## src/rtl/addsub_limb_sequencer.sv

```systemverilog
// Multi-precision add/subtract: one LIMB_W-bit limb per cycle through a single carry slice.
// Optional carry/overflow flags are enabled with ADDSUB_SEQ_FLAGS_EN.
module addsub_limb_sequencer #(
  parameter int NLIMBS = 4,
  parameter int LIMB_W = 8
) (
  input  logic                     CLK,
  input  logic                     ASYNCRESETN,
  input  logic                     in_valid,
  output logic                     in_ready,
  input  logic                     op,
  input  logic [NLIMBS*LIMB_W-1:0] z,
  input  logic [NLIMBS*LIMB_W-1:0] x,
  output logic                     out_valid,
  input  logic                     out_ready,
  output logic [NLIMBS*LIMB_W-1:0] a,
`ifdef ADDSUB_SEQ_FLAGS_EN
  output logic                     cout,
  output logic                     ovf,
`endif
  output logic                     busy
);

  localparam int W  = NLIMBS * LIMB_W;
  localparam int CW = (NLIMBS > 1) ? $clog2(NLIMBS) : 1;

  // state | meaning
  // IDLE  | waiting for a request, in_ready high
  // RUN   | one limb per edge, LSB limb first
  // DONE  | result held, waiting for out_ready
  typedef enum logic [1:0] {S_IDLE, S_RUN, S_DONE} state_t;

  state_t          state_q;
  logic [CW-1:0]   cnt_q;
  logic            carry_q;
  logic            op_q;
  logic [W-1:0]    z_q;
  logic [W-1:0]    x_q;
  logic [W-1:0]    a_q;
  logic            out_valid_q;
  logic            busy_q;
  logic            in_ready_q;

  logic [LIMB_W-1:0] z_limb;
  logic [LIMB_W-1:0] x_limb;
  logic [LIMB_W-1:0] x_eff;
  logic [LIMB_W:0]   sum_d;
  logic              last_limb;

  assign z_limb    = z_q[cnt_q*LIMB_W +: LIMB_W];
  assign x_limb    = x_q[cnt_q*LIMB_W +: LIMB_W];
  assign x_eff     = op_q ? ~x_limb : x_limb;
  assign sum_d     = {1'b0, z_limb} + {1'b0, x_eff} + {{LIMB_W{1'b0}}, carry_q};
  assign last_limb = (cnt_q == CW'(NLIMBS - 1));

`ifdef ADDSUB_SEQ_FLAGS_EN
  logic cout_q;
  logic ovf_q;
  logic msb_cin;

  // Carry into the top bit recovered from the sum bit and the two operand bits.
  assign msb_cin = z_limb[LIMB_W-1] ^ x_eff[LIMB_W-1] ^ sum_d[LIMB_W-1];
  assign cout    = cout_q;
  assign ovf     = ovf_q;
`endif

  always_ff @(posedge CLK or negedge ASYNCRESETN) begin
    if (!ASYNCRESETN) begin
      state_q     <= S_IDLE;
      cnt_q       <= '0;
      carry_q     <= 1'b0;
      op_q        <= 1'b0;
      z_q         <= '0;
      x_q         <= '0;
      a_q         <= '0;
      out_valid_q <= 1'b0;
      busy_q      <= 1'b0;
      in_ready_q  <= 1'b1;
`ifdef ADDSUB_SEQ_FLAGS_EN
      cout_q      <= 1'b0;
      ovf_q       <= 1'b0;
`endif
    end else begin
      case (state_q)
        S_IDLE: begin
          if (in_valid) begin
            z_q        <= z;
            x_q        <= x;
            op_q       <= op;
            carry_q    <= op;
            cnt_q      <= '0;
            state_q    <= S_RUN;
            in_ready_q <= 1'b0;
            busy_q     <= 1'b1;
          end
        end
        S_RUN: begin
          a_q[cnt_q*LIMB_W +: LIMB_W] <= sum_d[LIMB_W-1:0];
          carry_q <= sum_d[LIMB_W];
          if (last_limb) begin
            state_q     <= S_DONE;
            out_valid_q <= 1'b1;
`ifdef ADDSUB_SEQ_FLAGS_EN
            cout_q      <= sum_d[LIMB_W];
            ovf_q       <= msb_cin ^ sum_d[LIMB_W];
`endif
          end else begin
            cnt_q <= cnt_q + 1'b1;
          end
        end
        S_DONE: begin
          if (out_ready) begin
            state_q     <= S_IDLE;
            out_valid_q <= 1'b0;
            busy_q      <= 1'b0;
            in_ready_q  <= 1'b1;
          end
        end
        default: state_q <= S_IDLE;
      endcase
    end
  end

  assign in_ready  = in_ready_q;
  assign out_valid = out_valid_q;
  assign busy      = busy_q;
  assign a         = a_q;

endmodule

```

## config.mk

```make
export PLATFORM = sky130hd
export DESIGN_NAME = addsub_limb_sequencer
export DESIGN_NICKNAME = d
export VERILOG_FILES = /design/src/rtl/addsub_limb_sequencer.sv
export SDC_FILE = /design/constraint.sdc
export NUM_CORES = 1
export LEC_CHECK = 0
export CAP_MARGIN = 20
export CORE_ASPECT_RATIO = 1.4
export CORE_MARGIN = 8
export CORE_UTILIZATION = 36
export DETAILED_ROUTE_END_ITERATION = 10
export PLACE_DENSITY_LB_ADDON = 0.1
export SKIP_CTS_REPAIR_TIMING = 1
export SLEW_MARGIN = 0
export SYNTH_ARGS = -nofsm -noshare
export SYNTH_HDL_FRONTEND = slang
export SYNTH_SLANG_ARGS = --single-unit
```

## constraint.sdc

```tcl
create_clock -name CLK -period 4.3 [get_ports CLK]
set_input_delay 0.43 -clock CLK [delete_from_list [all_inputs] [get_ports CLK]]
set_output_delay 0.43 -clock CLK [all_outputs]
set_load 0.005 [all_outputs]
```

# After elaboration in Yosys (flattened, before gate mapping)
# Cells that the tools add are included.
[word_totals] ff_bits=105 latchBits=0 mem_bits_rw=0 rom_bits=0 input_bits=69 out_inout_bits=35 word_cells=55 memories=0
[op_classes] n_addsub=4 multipliers=0 div=0 n_lt_le_gt_ge=0 n_eq_ne=7 shifts=4 mux=19 n_bitwise=1 n_reduce_logical=10
[op_table] cell="$shiftx A32 B6 Y8" n=2
[op_table] cell="$neg A5 Y34" n=1
[op_table] cell="$shift A8 B34 Y32 const A" n=1
[op_table] cell="$shiftx A8 B34 Y32" n=1
[op_table] cell="$bwmux W32" n=1
[op_table] cell="$reduce_and A3 Y1" n=4
[op_table] cell="$mux W2" n=5
[op_table] cell="$add A8 B8 Y9" n=1
[op_table] cell="$add A9 B1 Y9" n=1
[op_table] cell="$mux W8" n=1
[op_table] cell="$ne A2 B2 Y1 const B" n=4
[op_table] cell="$not A8 Y8" n=1
[op_table] cell="$pmux W1 S2" n=4
[op_table] cell="$mux W1" n=6
[op_table] cell="$pmux W2 S3" n=1
[op_table] cell="$reduce_bool A2 Y1" n=3
[op_table] cell="$eq A2 B2 Y1 const B" n=2
[op_table] cell="$pmux W2 S2" n=1
[op_table] cell="$reduce_and A2 Y1" n=2
[op_table] cell="$add A2 B1 Y2 const B" n=1
[op_table] cell="$eq A2 B1 Y1 const B" n=1
[op_table] cell="$logic_not A2 Y1" n=1

# Longest topological paths before layout
# Gate-level depths: netlist of run 1.
[logic_depth] ltp_word=7 depth_mapped=11 depth_no_buf=9

# Worst setup path after synthesis of run 1
# Ideal clock, no wire load.
[synth_timing] kind="reg-to-reg" start="register cnt_q[0]" end="register carry_q" setup_ns=0.136 arrival_ns=3.123 t_required_ns=4.164 setup_slack_ns=1.042 stages_incl_launch_ff=11 path_buffers=1 period_less_slack_ns=3.258 cell_sequence="dfrtp_1 > buf_2 > mux4_2 > xnor2_1 > fa_1 > inv_1 > fa_1 > a211o_1 > a211o_1 > a2111oi_0 > nor3_1"
[synth_between] elab_chain_len=6 word_cells_on_any_way=7 cone_classes="add/sub (2); shift (2); mux (2); bitwise (1)"
[synth_lines] item="start: declaration" line="34" text="logic [CW-1:0] cnt_q;"
[synth_lines] item="start signal: assignment" line="108" text="cnt_q <= cnt_q + 1'b1;"
[synth_lines] item="$shiftx A32 B6 Y8" line="51" text="assign x_limb = x_q[cnt_q*LIMB_W +: LIMB_W];"
[synth_lines] item="$not A8 Y8" line="52" text="assign x_eff = op_q ? ~x_limb : x_limb;"
[synth_lines] item="$mux W8" line="52"
[synth_lines] item="$add A8 B8 Y9 *" line="53" text="assign sum_d = {1'b0, z_limb} + {1'b0, x_eff} + {{LIMB_W{1'b0}}, carry_q};"
[synth_lines] item="$add A9 B1 Y9 *" line="53"
[synth_lines] item="$pmux W1 S2 *" line="84" text="case (state_q)"
[synth_lines] item="end signal: assignment" line="90" text="carry_q <= op;"
[synth_lines] item="end signal: assignment" line="99" text="carry_q <= sum_d[LIMB_W];"
[synth_lines] item="end: declaration" line="35" text="logic carry_q;"
# Every way passes the cells marked *; elsewhere a longest branch is shown, timed or not.
# A chain may end at the register's enable or synchronous reset.

# Worst setup path in the final report of run 1
[layout_timing] start="register cnt_q[0]" end="register a_q[14] (netlist: a[14])"
[layout_between] elab_chain_len=7 word_cells_on_any_way=10 cone_classes="add/sub (3); shift (4); mux (2); bitwise (1)"
[layout_lines] item="$shiftx A32 B6 Y8" line="51"
[layout_lines] item="$not A8 Y8" line="52"
[layout_lines] item="$mux W8" line="52"
[layout_lines] item="$add A8 B8 Y9" line="53"
[layout_lines] item="$add A9 B1 Y9" line="53"
[layout_lines] item="$shiftx A8 B34 Y32" line="98" text="a_q[cnt_q*LIMB_W +: LIMB_W] <= sum_d[LIMB_W-1:0];"
[layout_lines] item="$bwmux W32 *" line="98"
[layout_lines] item="end signal: indexed assignment" line="98"
[layout_lines] item="end: declaration" line="39" text="logic [W-1:0] a_q;"
# Marks and branches as above.

==> results of run 1 <==
layout make-up:
type	count	area (um^2)
Sequential cell	105	2630
Tap cell	185	231
Inverter	10	37.5
Timing Repair Buffer	109	1070
Clock inverter	7	62.6
Multi-Input combinational cell	367	2190
Clock buffer	9	225
Fill cell	1338	7270
metal layers:
layer  global-route usage, %  part of all wire (%)
met5                       0                     0
met4                    5.40                   1.6
met3                    3.22                   4.6
met2                    25.0                    50
met1                    17.6                    44
worst reg2reg max path, cell delays in order (launching register included):
cell                       delay [ps]
sky130_fd_sc_hd__dfrtp_1          720
sky130_fd_sc_hd__mux4_2           590
sky130_fd_sc_hd__xnor2_1          200
sky130_fd_sc_hd__fa_1             230
sky130_fd_sc_hd__inv_1             60
sky130_fd_sc_hd__fa_1             420
sky130_fd_sc_hd__a211o_1          350
sky130_fd_sc_hd__a211o_1          320
sky130_fd_sc_hd__a221oi_4         360
sky130_fd_sc_hd__a22o_1           190
final timing paths:
path / endpoint / slack, ps / cells after the start
setup / recovery: a[14] / 800 / 9
hold / removal: z_q[31] / 160 / 1
setup reg to reg: a[14] / 800 / 9
hold reg to reg: z_q[12] / 470 / 2
max in group asynchronous: in_ready / 3080 / 2
min in group CLK: z_q[12] / 470 / 2
through the flow:
step           std cells  total power, mW
2_1_floorplan        506             3.70
3_3_place_gp         776             4.60
3_5_place_dp         776             4.65
4_1_cts              792             5.46
5_1_grt              792             5.86
6_report             792             5.38
flip-flops by register name, summed over array words and instances (netlist names):
register / cells
op_q: 1
carry_q: 1
out_valid: 1
x_q: 32
busy: 1
z_q: 32
cnt_q: 2
state_q: 2
a: 32
in_ready: 1
synthesized netlist by cell type, types with 6 or more instances:
cell type                  count
sky130_fd_sc_hd__xor2_1        7
sky130_fd_sc_hd__o21ai_0      14
sky130_fd_sc_hd__nand2_1     228
sky130_fd_sc_hd__buf_2        15
sky130_fd_sc_hd__o31ai_1       8
sky130_fd_sc_hd__ha_1         13
sky130_fd_sc_hd__o211ai_1      8
sky130_fd_sc_hd__a21oi_1       6
sky130_fd_sc_hd__nor3_1        9
sky130_fd_sc_hd__mux4_2       16
sky130_fd_sc_hd__clkbuf_1      8
sky130_fd_sc_hd__dfrtp_1     104
sky130_fd_sc_hd__a22o_1       12
sky130_fd_sc_hd__inv_1        10
power groups by stage:
stage	clock (mW)	sequential (mW)	combinational, mW
after global placement	0	1.70	2.90
after floorplan	0	1.55	2.14
after CTS	0.815	1.68	2.96
after global routing	0.851	1.74	3.27
final	0.790	1.67	2.91
after detailed placement	0	1.70	2.95
cell families (layout without fill, tap and decap cells):
kind of cell               after synthesis  in the layout  share of synthesized area, %
AOI/OAI and AO/OA                       61             61                          9.08
adders and majority gates               15             15                          4.09
and+or+nand+nor                        265            265                          21.8
buffers and inverters                   34            135                          2.95
xor gates and xnor gates                 9              9                          1.59
DFF                                    105            105                          53.0
muxes                                   17             17                          7.47
==> reports/results.md, run 1 <==
### Status
• finished, final reports clean — status

### STA
• 11.0 ps — worst clock skew on the final layout
• 0 — number of endpoints with negative hold slack in the final report
• 799 ps — Worst Slack Setup Final
• 164 ps — post-route worst hold slack
• 0 — Final Setup Violations
• 81.4% — Tcrit/Tclk final
• 0 — Final Max Slew Viols
• 0 ps — Final TNS setup
• 42.4% — Max-Slew Margin vs Limit
• 865 ps — Worst Tran Pin Value
• 3500 ps — clock period minus worst slack
• 0.286 GHz — f_max
• false — unrepaired setup endpoints after global routing

### Logic synthesis
• 0.00496 mm^2 — mapped cell area
• 506 — number of instances in the synthesized netlist
• sky130_fd_sc_hd__dfrtp_1 — biggest area consumer among synthesized cells
• 105 — synthesized flop and latch total
• sky130_fd_sc_hd__dfrtp_1, sky130_fd_sc_hd__nand2_1, sky130_fd_sc_hd__mux4_2 — synth top area cells
• 9.80 um^2 — mean area per synthesized cell
• 52.5% — share of the synthesized area in the top cell type
• 590 — synthesized net count
• 0 — EDFF count, synth
• 100% — share of async-settable or async-resettable flops after synthesis
• 0 — total number of yosys warnings
• sky130_fd_sc_hd__dfrtp_1 — commonest register cell after synthesis
• 53.0% — sequential-to-total area share from yosys stat
• 39 — number of library cell types mapped by synthesis

### Power and ir drop
• 353 uV — Peak supply drop
• 2.35 mW — Psw
• 43.8% — switching part of the total power
• 3.02 mW — internal power
• 54.2% — combinational group share of total power
• 31.1% — power share of the sequential group
• 14.7% — Clock power frac
• 3.01 nW — Static Leak
• 834 mW/mm^2 — power density over the cells

### Route
• 0 — post-detailed-route DRC marker count
• 4.78 — post-DR vias/cell
• 12.4 mm — overall routed net length
• 174 — violation count after the first detailed-routing iteration
• 4 — number of iterations in the first detailed-routing pass
• 15.7 um — routed len/inst
• 3788 — via count
• 0 — Post-DRT Antenna Nets

### CTS
• 9 — CTS Buf Count
• built — clock tree from TritonCTS
• 2 — CTS max path bufs
• sky130_fd_sc_hd__clkbuf_16 — cell chosen for the clock root
• 80 ps — Clock transition at path regs
• 105 — CTS sink cnt
• 3 — H-tree depth
• 350 ps — clock latency of the later-clocked register in the worst-skew pair

### Worst setup path
• 10 — peak fanout along the critical path
• cnt_q[0] — critical path startpoint
• 720 ps — largest stage delay on the critical path
• compound AO/OA/AOI/OAI gates — kind of cell adding the most delay to the critical path
• 3790 ps — crit path DAT
• mux4_2 > xnor2_1 > fa_1 > inv_1 > fa_1 > a211o_1 > a211o_1 > a221oi_4 > a22o_1 — cell chain of the critical path
• flip-flop — Critical Path End Type
• 1 — Buffers & Inverters on Critical Path
• 4590 ps — required time of the critical path
• flip-flop — Worst Setup Start Kind
• cnt_q[0] — launch point of the worst reg-to-reg path
• sky130_fd_sc_hd__dfrtp_1 — Crit-path slowest cell
• flip-flop to flip-flop — kind of critical path

### Floorplan
• 155 um — floorplan die height
• 115 um — horizontal die dimension
• 51 — FP Rows
• 36.2% — Starting Density
• 0.0178 mm^2 — Die ar.
• 0.0137 mm^2 — placeable core area
• 104 — Ports

### Global routing
• 0 — gr ovfl total
• 20.6 mm — global-route wire length before repair
• 0 — initial antenna violation count
• 4015 — vias in the first global route
• 70 — maximum number of pins on one net before global-route repair
• 14.7% — total routing resource utilization after global routing

### Layout
• sky130_fd_sc_hd__nand2_1, sky130_fd_sc_hd__dfrtp_1, sky130_fd_sc_hd__clkdlybuf4s50_1 — highest-count cells in the layout ignoring fill and taps
• 47.0% — final core utilization
• 686 — Post-layout nets
• 30.0% — Area growth, synth to finish
• 0 — Inserted Diodes
• 0.00645 mm^2 — Final Instance Area
• 7.41% — share of final-layout standard cells stronger than drive strength 1
• sky130_fd_sc_hd__nand2_1 — most common cell after layout, fill and taps aside

### Run
• 0 — count of maximum capacitance violations

### Placement
• 768 ps — Placement Setup Slack
• 0.00616 mm^2 — area after detailed placement
• 0.834 — final estimated routing congestion in global placement
• 9.61 mm — detailed placement HPWL
• 103 — input/output buffers

### Worst hold path
• primary input to async pin — Hold Crit Class

(Power assumes the default switching activity.)
==> inputs of run 2 (changes only) <==
Clock period 4.3 ns to 3.3 ns, I/O delays scaled along.
==> run 2 against run 1 <==
Via count increased by 1.2%. Setup slack got worse by 610 ps. Critical path depth increased by 1. Sequential power grew 27%. Wire length is 1.7% higher. Non-clock buffer count increased by 4. Die area is the same. Critical path type unchanged. Largest power group unchanged.
==> reports/results.md, run 2 (same netlist as run 1, synthesis figures left out) <==
### Status
• finished, final reports clean — status, unchanged

### Worst setup path
• 10 — r2r worst-path depth, was 9
• flip-flop to flip-flop — kind of critical path, unchanged
• 3580 ps — required time of the critical path, was 4590 ps
• 3380 ps — crit path DAT, was 3790 ps
• flip-flop — Critical Path End Type, unchanged
• flip-flop — Worst Setup Start Kind, unchanged
• 5 — peak fanout along the critical path, was 10

### Global routing
• 14.8% — total routing resource utilization after global routing, was 14.7%
• 0 — gr ovfl total, unchanged
• 65 — maximum number of pins on one net before global-route repair, was 70
• 4119 — vias in the first global route, was 4015
• 20.8 mm — global-route wire length before repair, was 20.6 mm
• 0 — initial antenna violation count, unchanged

### Layout
• 690 — Post-layout nets, was 686
• sky130_fd_sc_hd__nand2_1 — most common cell after layout, fill and taps aside, unchanged
• 1331 — FILL cells, was 1338
• 796 — Non-Filler Instances, was 792
• 0.00263 mm^2 — register cell area after layout, about the same
• 0.00652 mm^2 — Final Instance Area, was 0.00645 mm^2
• 0 — Inserted Diodes, unchanged
• 0.00220 mm^2 — Multi-input gate area, was 0.00219 mm^2
• 7.86% — share of final-layout standard cells stronger than drive strength 1, was 7.41%
• sky130_fd_sc_hd__nand2_1, sky130_fd_sc_hd__dfrtp_1, sky130_fd_sc_hd__clkdlybuf4s50_1 — highest-count cells in the layout ignoring fill and taps, unchanged
• 31.4% — Area growth, synth to finish, was 30.0%

### STA
• 94.1% — Tcrit/Tclk final, was 81.4%
• 0.322 GHz — f_max, was 0.286 GHz
• 0 ps — Final TNS setup, unchanged
• 688 ps — Worst Tran Pin Value, was 865 ps
• 54.2% — Max-Slew Margin vs Limit, was 42.4%
• 3110 ps — clock period minus worst slack, was 3500 ps
• 8.38 ps — worst clock skew on the final layout, was 11.0 ps
• 0 — number of endpoints with negative hold slack in the final report, unchanged
• 0 — Final Max Slew Viols, unchanged
• 0 — Final Setup Violations, unchanged
• false — unrepaired setup endpoints after global routing, unchanged

### CTS
• 105 — CTS sink cnt, unchanged
• 3 — H-tree depth, unchanged
• 340 ps — clock latency of the later-clocked register in the worst-skew pair, was 350 ps
• built — clock tree from TritonCTS, unchanged
• 9 — CTS Buf Count, unchanged
• 2 — CTS max path bufs, unchanged
• 70 ps — Clock transition at path regs, was 80 ps
• sky130_fd_sc_hd__clkbuf_16 — cell chosen for the clock root, unchanged

### Placement
• 9.75 mm — detailed placement HPWL, was 9.61 mm
• 0.821 — final estimated routing congestion in global placement, was 0.834
• 779 — number of instances in the placed design, was 776
• 103 — input/output buffers, unchanged
• 0.00621 mm^2 — area after detailed placement, was 0.00616 mm^2

### Power and ir drop
• 482 uV — Peak supply drop, was 353 uV
• 3.05 nW — Static Leak, was 3.01 nW
• 1090 mW/mm^2 — power density over the cells, was 834 mW/mm^2

### Run
• 0 — count of maximum capacitance violations, unchanged

### Floorplan
• 0.0137 mm^2 — placeable core area, unchanged
• 36.2% — Starting Density, unchanged
• 115 um — horizontal die dimension, unchanged
• 155 um — floorplan die height, unchanged
• 0.0178 mm^2 — Die ar., unchanged
• 51 — FP Rows, unchanged
• 104 — Ports, unchanged

### Worst hold path
• primary input to async pin — Hold Crit Class, unchanged

### Route
• 4 — number of iterations in the first detailed-routing pass, unchanged
• 12.6 mm — overall routed net length, was 12.4 mm
• 4.82 — post-DR vias/cell, was 4.78
• 0 — post-detailed-route DRC marker count, unchanged
• 129 — violation count after the first detailed-routing iteration, was 174
• 3833 — via count, was 3788
• 0 — Post-DRT Antenna Nets, unchanged
• 15.9 um — routed len/inst, was 15.7 um

[run 2: power breakdown]
group	switching [mW]	internal (mW)
Clock	0.458	0.592
Combinational	2.28	1.66
Sequential	0.319	1.81
Total	3.06	4.06
[run 2: worst paths after layout]
check	start	to	slack, ps
setup / recovery	cnt_q[0]	a[14]	190
hold / removal	ASYNCRESETN	a[8]	20
setup reg to reg	cnt_q[0]	a[14]	190
hold reg to reg	x_q[16]	x_q[16]	470
max in group asynchronous	ASYNCRESETN	cnt_q[0]	2540
min in group CLK	x_q[16]	x_q[16]	470
[run 2: critical path, stage by stage (launching register included)]
cell                       delay [ps]
sky130_fd_sc_hd__dfrtp_2          410
sky130_fd_sc_hd__buf_6            150
sky130_fd_sc_hd__mux4_2           490
sky130_fd_sc_hd__inv_1             90
sky130_fd_sc_hd__fa_1             190
sky130_fd_sc_hd__inv_1             60
sky130_fd_sc_hd__fa_1             430
sky130_fd_sc_hd__a211o_1          330
sky130_fd_sc_hd__a211o_1          320
sky130_fd_sc_hd__a221oi_4         390
sky130_fd_sc_hd__a22o_1           200
[run 2: area by class of cell]
class                   instances  area share (%)
flip-flops and latches        105            40.3
clock inverters                 4           0.806
clock buffers                  12            3.63
multi-input cells             367            33.7
repair buffers                113            17.4
well taps                     185            3.55
inverters                      10           0.576
[run 2: per-stage QoR]
stage	total power, mW	utilization, %	setup slack, ps	hold WS, ps
after detailed placement	6.11	45.3	86.3	422
after CTS	7.20	47.4	52.8	49.0
after global routing	7.73	47.5	24.5	74.4
after global placement	6.04	45.3	144	418
after floorplan	4.82	-	41.7	34.4
final	7.12	47.5	194	17.3
[run 2: layer usage]
layer | vias to the layer above | wire, um | track usage (%)
li1 | 1887 | - | -
met1 | 1853 | 5400 | 17.6
met2 | 80 | 6440 | 25.5
met3 | 13 | 577 | 3.53
met4 | 0 | 215 | 4.77
met5 | - | 0 | 0
